File: src/rtl/ooo_issue_buffer_pkg.sv
// Shared types for the out-of-order issue buffer: entry index type and
// the per-entry status record.
package ooo_issue_buffer_pkg;

  // Default number of entries and the matching index width.
  localparam int IB_DEPTH = 8;
  localparam int IB_IDX_W = $clog2(IB_DEPTH);

  // Entry index for a buffer of IB_DEPTH entries.
  typedef logic [IB_IDX_W-1:0] idx_t;

  // Per-entry status: occupied, and eligible for issue.
  typedef struct packed {
    logic valid;
    logic ready;
  } entry_status_t;

endpackage

File: src/rtl/ooo_issue_buffer_lowest_n_picker.sv
// Returns N one-hot masks selecting the N lowest set bits of a request
// vector, lowest first. A mask is all zero when fewer than k+1 bits are set.
module lowest_n_picker #(
  parameter int WIDTH = 8,
  parameter int N     = 2
) (
  input  logic [WIDTH-1:0]        req,
  output logic [N-1:0][WIDTH-1:0] masks
);

  // Isolate the lowest remaining bit, then strip it and repeat.
  always_comb begin
    logic [WIDTH-1:0] rem;
    rem   = req;
    masks = '0;
    for (int k = 0; k < N; k++) begin
      masks[k] = rem & (~rem + {{(WIDTH-1){1'b0}}, 1'b1});
      rem      = rem & ~masks[k];
    end
  end

endmodule

File: src/rtl/ooo_issue_buffer.sv
// Out-of-order issue buffer. Entries are allocated to the lowest free
// slots, become ready at write or by wakeup, and issue lowest-index first
// across several dequeue ports. Selection uses registered state only, so
// there is no enqueue-to-dequeue bypass.
module ooo_issue_buffer
  import ooo_issue_buffer_pkg::*;
#(
  parameter int DEPTH      = IB_DEPTH,
  parameter int ENQ_WIDTH  = 2,
  parameter int DEQ_WIDTH  = 2,
  parameter int DATA_WIDTH = 32
) (
  input  logic                                       clk,
  input  logic                                       rst,
  input  logic                                       flush_i,
  input  logic [ENQ_WIDTH-1:0]                       enq_vld_i,
  output logic [ENQ_WIDTH-1:0]                       enq_rdy_o,
  input  logic [ENQ_WIDTH-1:0][DATA_WIDTH-1:0]       enq_data_i,
  input  logic [ENQ_WIDTH-1:0]                       enq_ready_i,
  output logic [ENQ_WIDTH-1:0][$clog2(DEPTH)-1:0]    enq_idx_o,
  input  logic                                       wake_vld_i,
  input  logic [$clog2(DEPTH)-1:0]                   wake_idx_i,
  output logic [DEQ_WIDTH-1:0]                       deq_vld_o,
  input  logic [DEQ_WIDTH-1:0]                       deq_rdy_i,
  output logic [DEQ_WIDTH-1:0][DATA_WIDTH-1:0]       deq_data_o,
  output logic [DEQ_WIDTH-1:0][$clog2(DEPTH)-1:0]    deq_idx_o,
  output logic [$clog2(DEPTH):0]                     count_o,
  output logic                                       full_o,
  output logic                                       empty_o
);

  localparam int IW = $clog2(DEPTH);
  localparam int CW = IW + 1;

  entry_status_t [DEPTH-1:0]          status_r;
  entry_status_t [DEPTH-1:0]          status_nxt_s;
  logic [DATA_WIDTH-1:0]              data_r [DEPTH];
  logic [CW-1:0]                      count_r;
  logic [CW-1:0]                      count_nxt_s;

  logic [DEPTH-1:0]                   free_vec_s;
  logic [DEPTH-1:0]                   cand_vec_s;
  logic [ENQ_WIDTH-1:0][DEPTH-1:0]    alloc_mask_s;
  logic [DEQ_WIDTH-1:0][DEPTH-1:0]    sel_mask_s;

  logic [ENQ_WIDTH-1:0]               enq_rdy_s;
  logic [ENQ_WIDTH-1:0]               enq_fire_s;
  logic [ENQ_WIDTH-1:0][IW-1:0]       enq_idx_s;
  logic [DEQ_WIDTH-1:0]               deq_vld_s;
  logic [DEQ_WIDTH-1:0]               deq_fire_s;
  logic [DEQ_WIDTH-1:0][IW-1:0]       deq_idx_s;
  logic [DEQ_WIDTH-1:0][DATA_WIDTH-1:0] deq_data_s;

  logic [DEPTH-1:0]                   wake_hit_s;
  logic [DEPTH-1:0]                   deq_hit_s;
  logic [DEPTH-1:0]                   enq_hit_s;
  logic [DEPTH-1:0]                   enq_rdy_val_s;

  // Split status into the free vector (allocation) and candidate vector (issue).
  always_comb begin
    free_vec_s = '0;
    cand_vec_s = '0;
    for (int i = 0; i < DEPTH; i++) begin
      free_vec_s[i] = ~status_r[i].valid;
      cand_vec_s[i] = status_r[i].valid & status_r[i].ready;
    end
  end

  lowest_n_picker #(
    .WIDTH (DEPTH),
    .N     (ENQ_WIDTH)
  ) u_alloc_picker (
    .req   (free_vec_s),
    .masks (alloc_mask_s)
  );

  lowest_n_picker #(
    .WIDTH (DEPTH),
    .N     (DEQ_WIDTH)
  ) u_sel_picker (
    .req   (cand_vec_s),
    .masks (sel_mask_s)
  );

  // Per enqueue port: fixed slot index, readiness and fire.
  always_comb begin
    enq_idx_s  = '0;
    enq_rdy_s  = '0;
    enq_fire_s = '0;
    for (int k = 0; k < ENQ_WIDTH; k++) begin
      for (int i = 0; i < DEPTH; i++) begin
        enq_idx_s[k] = enq_idx_s[k] | (IW'(i) & {IW{alloc_mask_s[k][i]}});
      end
      enq_rdy_s[k]  = (|alloc_mask_s[k]) & ~flush_i;
      enq_fire_s[k] = enq_vld_i[k] & enq_rdy_s[k];
    end
  end

  // Per dequeue port: selected entry, its payload, and fire.
  always_comb begin
    deq_idx_s  = '0;
    deq_data_s = '0;
    deq_vld_s  = '0;
    deq_fire_s = '0;
    for (int j = 0; j < DEQ_WIDTH; j++) begin
      for (int i = 0; i < DEPTH; i++) begin
        deq_idx_s[j]  = deq_idx_s[j]  | (IW'(i) & {IW{sel_mask_s[j][i]}});
        deq_data_s[j] = deq_data_s[j] | (data_r[i] & {DATA_WIDTH{sel_mask_s[j][i]}});
      end
      deq_vld_s[j]  = (|sel_mask_s[j]) & ~flush_i;
      deq_fire_s[j] = deq_vld_s[j] & deq_rdy_i[j];
    end
  end

  // Per-entry events this cycle: wakeup, dequeue, enqueue.
  always_comb begin
    wake_hit_s    = '0;
    deq_hit_s     = '0;
    enq_hit_s     = '0;
    enq_rdy_val_s = '0;
    for (int i = 0; i < DEPTH; i++) begin
      wake_hit_s[i] = wake_vld_i & (wake_idx_i == IW'(i)) & status_r[i].valid;
      for (int j = 0; j < DEQ_WIDTH; j++) begin
        deq_hit_s[i] = deq_hit_s[i] | (deq_fire_s[j] & sel_mask_s[j][i]);
      end
      for (int k = 0; k < ENQ_WIDTH; k++) begin
        enq_hit_s[i]     = enq_hit_s[i] | (enq_fire_s[k] & alloc_mask_s[k][i]);
        enq_rdy_val_s[i] = enq_rdy_val_s[i]
                         | (enq_fire_s[k] & alloc_mask_s[k][i] & enq_ready_i[k]);
      end
    end
  end

  // Next entry status; enqueue only targets free entries, dequeue/wakeup only valid ones.
  always_comb begin
    status_nxt_s = status_r;
    for (int i = 0; i < DEPTH; i++) begin
      if (flush_i) begin
        status_nxt_s[i] = '0;
      end else if (enq_hit_s[i]) begin
        status_nxt_s[i].valid = 1'b1;
        status_nxt_s[i].ready = enq_rdy_val_s[i];
      end else if (deq_hit_s[i]) begin
        status_nxt_s[i] = '0;
      end else begin
        status_nxt_s[i].valid = status_r[i].valid;
        status_nxt_s[i].ready = status_r[i].ready | wake_hit_s[i];
      end
    end
  end

  // Next occupancy count from accepted enqueues and dequeues.
  always_comb begin
    count_nxt_s = count_r;
    for (int k = 0; k < ENQ_WIDTH; k++) begin
      count_nxt_s = count_nxt_s + CW'(enq_fire_s[k]);
    end
    for (int j = 0; j < DEQ_WIDTH; j++) begin
      count_nxt_s = count_nxt_s - CW'(deq_fire_s[j]);
    end
    if (flush_i) begin
      count_nxt_s = '0;
    end else begin
      count_nxt_s = count_nxt_s;
    end
  end

  // Status and count registers with synchronous reset.
  always_ff @(posedge clk) begin
    if (rst) begin
      status_r <= '0;
      count_r  <= '0;
    end else begin
      status_r <= status_nxt_s;
      count_r  <= count_nxt_s;
    end
  end

  // Payload storage; contents of free entries are irrelevant, so no reset.
  always_ff @(posedge clk) begin
    for (int k = 0; k < ENQ_WIDTH; k++) begin
      if (enq_fire_s[k]) begin
        data_r[enq_idx_s[k]] <= enq_data_i[k];
      end
    end
  end

  assign enq_rdy_o  = enq_rdy_s;
  assign enq_idx_o  = enq_idx_s;
  assign deq_vld_o  = deq_vld_s;
  assign deq_idx_o  = deq_idx_s;
  assign deq_data_o = deq_data_s;
  assign count_o    = count_r;
  assign full_o     = (count_r == CW'(DEPTH));
  assign empty_o    = (count_r == {CW{1'b0}});

endmodule

File: config.mk
export PLATFORM = sky130hd
export DESIGN_NAME = ooo_issue_buffer
export DESIGN_NICKNAME = d
export VERILOG_FILES = /design/src/rtl/ooo_issue_buffer_pkg.sv /design/src/rtl/ooo_issue_buffer_lowest_n_picker.sv /design/src/rtl/ooo_issue_buffer.sv
export SDC_FILE = /design/constraint.sdc
export NUM_CORES = 1
export LEC_CHECK = 0
export ABC_AREA = 1
export ABC_CLOCK_PERIOD_IN_PS = 3360
export CORE_UTILIZATION = 40
export DETAILED_ROUTE_END_ITERATION = 7
export GPL_ROUTABILITY_DRIVEN = 0
export SLEW_MARGIN = 20
export SYNTH_ARGS = -nofsm -noshare
export SYNTH_HDL_FRONTEND = slang
export SYNTH_SLANG_ARGS = --single-unit
File: constraint.sdc
create_clock -name clk -period 3.36 [get_ports clk]
set_clock_uncertainty 0.1 [all_clocks]
set_input_delay 0.336 -clock clk [delete_from_list [all_inputs] [get_ports clk]]
set_output_delay 0.336 -clock clk [all_outputs]
set_load 0.05 [all_outputs]
==> impl_results.md <==
* Number of synthesized flops with an enable pin at 256
* Critical path startpoint: status_r[1]
* Number of clock sinks seen by CTS at 276
* Worst Setup End Kind: output port
* Post-place setup slack at -0.138 ns
* Net Count, Synth at 1,801
* Setup Crit Path Kind: flip-flop to output port
* Power consumption at 7.58 mW
* Top area cells in the synthesized netlist: edfxtp_1, nand2_1, o21ai_1
* Post-layout minimum cycle time at 3.36 ns
* Final setup slack of the worst path at 0.00389 ns
* Gate count after technology mapping at 1,717
* Number of H-tree branching levels at 1
* Internal power at 5.86 mW
* Aggregate routed wire length at 52.8 mm
* Synth area leader: edfxtp_1
* Layout net count at 1,924
* Top_reg_cell synth: edfxtp_1
* Register cell area after layout at 0.00809 mm2
* Pin count of the biggest net entering global routing at 67
* Max Fanout on Critical Path at 13
* Required @ worst endpoint at 2.92 ns
* Wire length of the first global-routing pass at 78.3 mm
* Worst Setup Start Kind: flip-flop
* Netlist area before placement at 0.0150 mm2
* Hold-fix buffers, CTS at 0
* Final Hold Fails at 0
* Area share of the leading cell type in the synthesized netlist at 0.513
* Overall die height at 196 um
* Floorplan Core Area at 0.0368 mm2
* Total of max-cap violations at 0
* Share of the core filled with cells at 0.515
* Synth Register Bits at 276
* Number of DRC violations after detailed-routing iteration 0 at 1,327
* TritonCTS clock tree: built
* Worst skew pair latency at 0.57 ns
* Fraction of layout cells with a size suffix above 1 at 0.158
* Leakage power at 7.55 nW
* Worst slew slack as a fraction of its limit at 0.462
* Maximum resistive drop on vdd at 414 uV
* Starting Density at 0.408
* Sequential cell area fraction in the yosys report at 0.540
* Clock transition time at the flip-flop clock pins of the worst setup and hold paths at 0.06 ns
* Number of buffers between clock root and the deepest sink at 3
* Count of standard-cell rows at 70
* Seq pwr share at 0.506
* Startpoint of the tightest hold check path: enq_ready_i[0]
* DIE AREA at 0.0383 mm2
* Final setup vio count at 0
* ANT cells at 0
* Status: finished clean
* Total global-route track usage at 0.272
* Slowest stage cell, crit path: a221o_1
* Count leader, synth: nand2_1
* Setup repair after global routing missed its margin: yes
* Total of fill cells in the finished design at 3,332
* Logic gate share of total power at 0.065
* Antenna violation net count after detailed routing at 0
* Multi-input gate area in the final layout at 0.00589 mm2
* Synth cell types at 47
* Wire per inst at 22.6 um
* Ranking of synthesized cells by instance count: nand2_1, edfxtp_1, inv_1
* Warning count from the yosys run at 0
* Final slew viol count at 0
* Number of antenna violations at the first check in global routing at 0
* Peak per-stage delay on the critical path at 0.37 ns
* Switching power as a share of total power at 0.227
* Detailed-placement wirelength estimate at 32.3 mm
* Critical Path, Cell by Cell: nand2_4 > nand2_8 > nor2_4 > nand2_2 > nand2_2 > inv_1 > nand3_2 > buf_6 > inv_2 > buf_4 > a221o_1 > buf_4
* Num CTS Buffers at 31
* Top-level port count at 163
* Die width at 196 um
* Via count of the routed design at 13,602
* DRC violation count after routing at 0
* Synthesis-to-finish area growth at 26.3%
* # port buffers at 162
* Final period utilization at 0.999
* Via density per instance at 5.84
* GR Overflow Total at 0
* Clk Tree Root Cell: clkbuf_16
* Fmax at 298 MHz
* Async set-reset flop share out of synthesis at 0
* Worst Max-Slew Pin Slew at 0.807 ns
* Hold/Removal Path Class: input pin to flip-flop
* Worst path arrival time at 2.92 ns
* Relative contribution of the clock network to total power at 0.429
* Critical register-to-register path startpoint: status_r[1]
* Number of global-route vias before repair at 13,007
* Avg Inst Size Synth at 8.73 um2
* Detailed-router iteration count before antenna repair at 5
* Switching component of the power at 1.72 mW
* Power density normalized to cell area at 401 mW/mm2
cell type report:
type / instances / share of cell area
repair buffers: 252 / 0.147
well taps: 468 / 0.0309
multi-input cells: 1118 / 0.311
inverters: 161 / 0.0324
clock buffers: 39 / 0.0426
flip-flops and latches: 276 / 0.428
clock inverters: 17 / 0.00800
metrics by stage:
stage / cells / TNS, ns / hold WS, ns / cell area [um2]
after global placement: 2264 / 0 / 0.494 / 17700
after CTS: 2325 / -0.00981 / 0.363 / 18800
final: 2331 / 0 / 0.376 / 18900
after floorplan: 1717 / -0.0406 / 0.375 / 15000
after detailed placement: 2264 / -0.204 / 0.515 / 17700
after global routing: 2331 / -0.176 / 0.403 / 18900
layer usage:
layer / vias to the layer above / GRT usage / routed length (um)
li1: 6221 / - / -
met1: 6476 / 0.353 / 20900
met2: 745 / 0.454 / 24900
met3: 160 / 0.0411 / 4860
met4: 0 / 0.115 / 2150
met5: - / 0 / 0
flip-flops by register name, summed over array words and instances (netlist names):
name / count
count_o: 4
data_r: 256
status_r: 16
path summary, 6_finish.rpt:
path / endpoint / slack (ns) / cells past startpoint
setup reg to reg: count_o[2] / 0.04 / 17
hold / removal: status_r[0] / 0.38 / 3
setup / recovery: deq_data_o[39] / 0.004 / 12
hold reg to reg: status_r[7] / 0.54 / 3
worst max-delay path, delay by kind of cell, from the launching register on:
kind / cells / cell delay, ns
compound gates: 1 / 0.37
buf+inv: 5 / 0.88
flops: 1 / 0.34
simple gates: 6 / 0.73
cells by family after synthesis:
kind of cell / after synthesis / share of synthesized area
simple gates: 683 / 0.189
compound gates: 427 / 0.177
buf+inv: 323 / 0.0865
flops: 276 / 0.540
fa+ha+maj: 7 / 0.00735
xor+xnor: 1 / 0.000584
placed cells by master (no fill, tap or decap), types with 32 or more instances in the layout:
cell type / instances
nand2_1: 485
buf_12: 51
nand3_1: 53
a21oi_1: 32
a221oi_1: 52
o21ai_0: 116
buf_4: 106
o21ai_1: 117
clkdlybuf4s50_1: 88
nor2_1: 49
inv_1: 142
edfxtp_1: 256
power groups by stage:
| stage | clock network [mW] | logic, mW | registers, mW |
|---|---|---|---|
| 2_1_floorplan | 0 | 0.284 | 3.91 |
| 3_3_place_gp | 0 | 0.473 | 3.91 |
| 3_5_place_dp | 0 | 0.486 | 3.91 |
| 4_1_cts | 3.28 | 0.488 | 3.84 |
| 5_1_grt | 3.40 | 0.544 | 3.84 |
| 6_report | 3.25 | 0.492 | 3.84 |
what timing repair did:
| action | CTS | global route |
|---|---|---|
| gates cloned | 1 | 0 |
| pin swaps | 8 | 19 |
| endpoints found under the setup margin | 31 | 24 |
| buffers inserted | 4 | 6 |
| gates resized for setup | 20 | 43 |
Power figures use the tool's default switching activity.
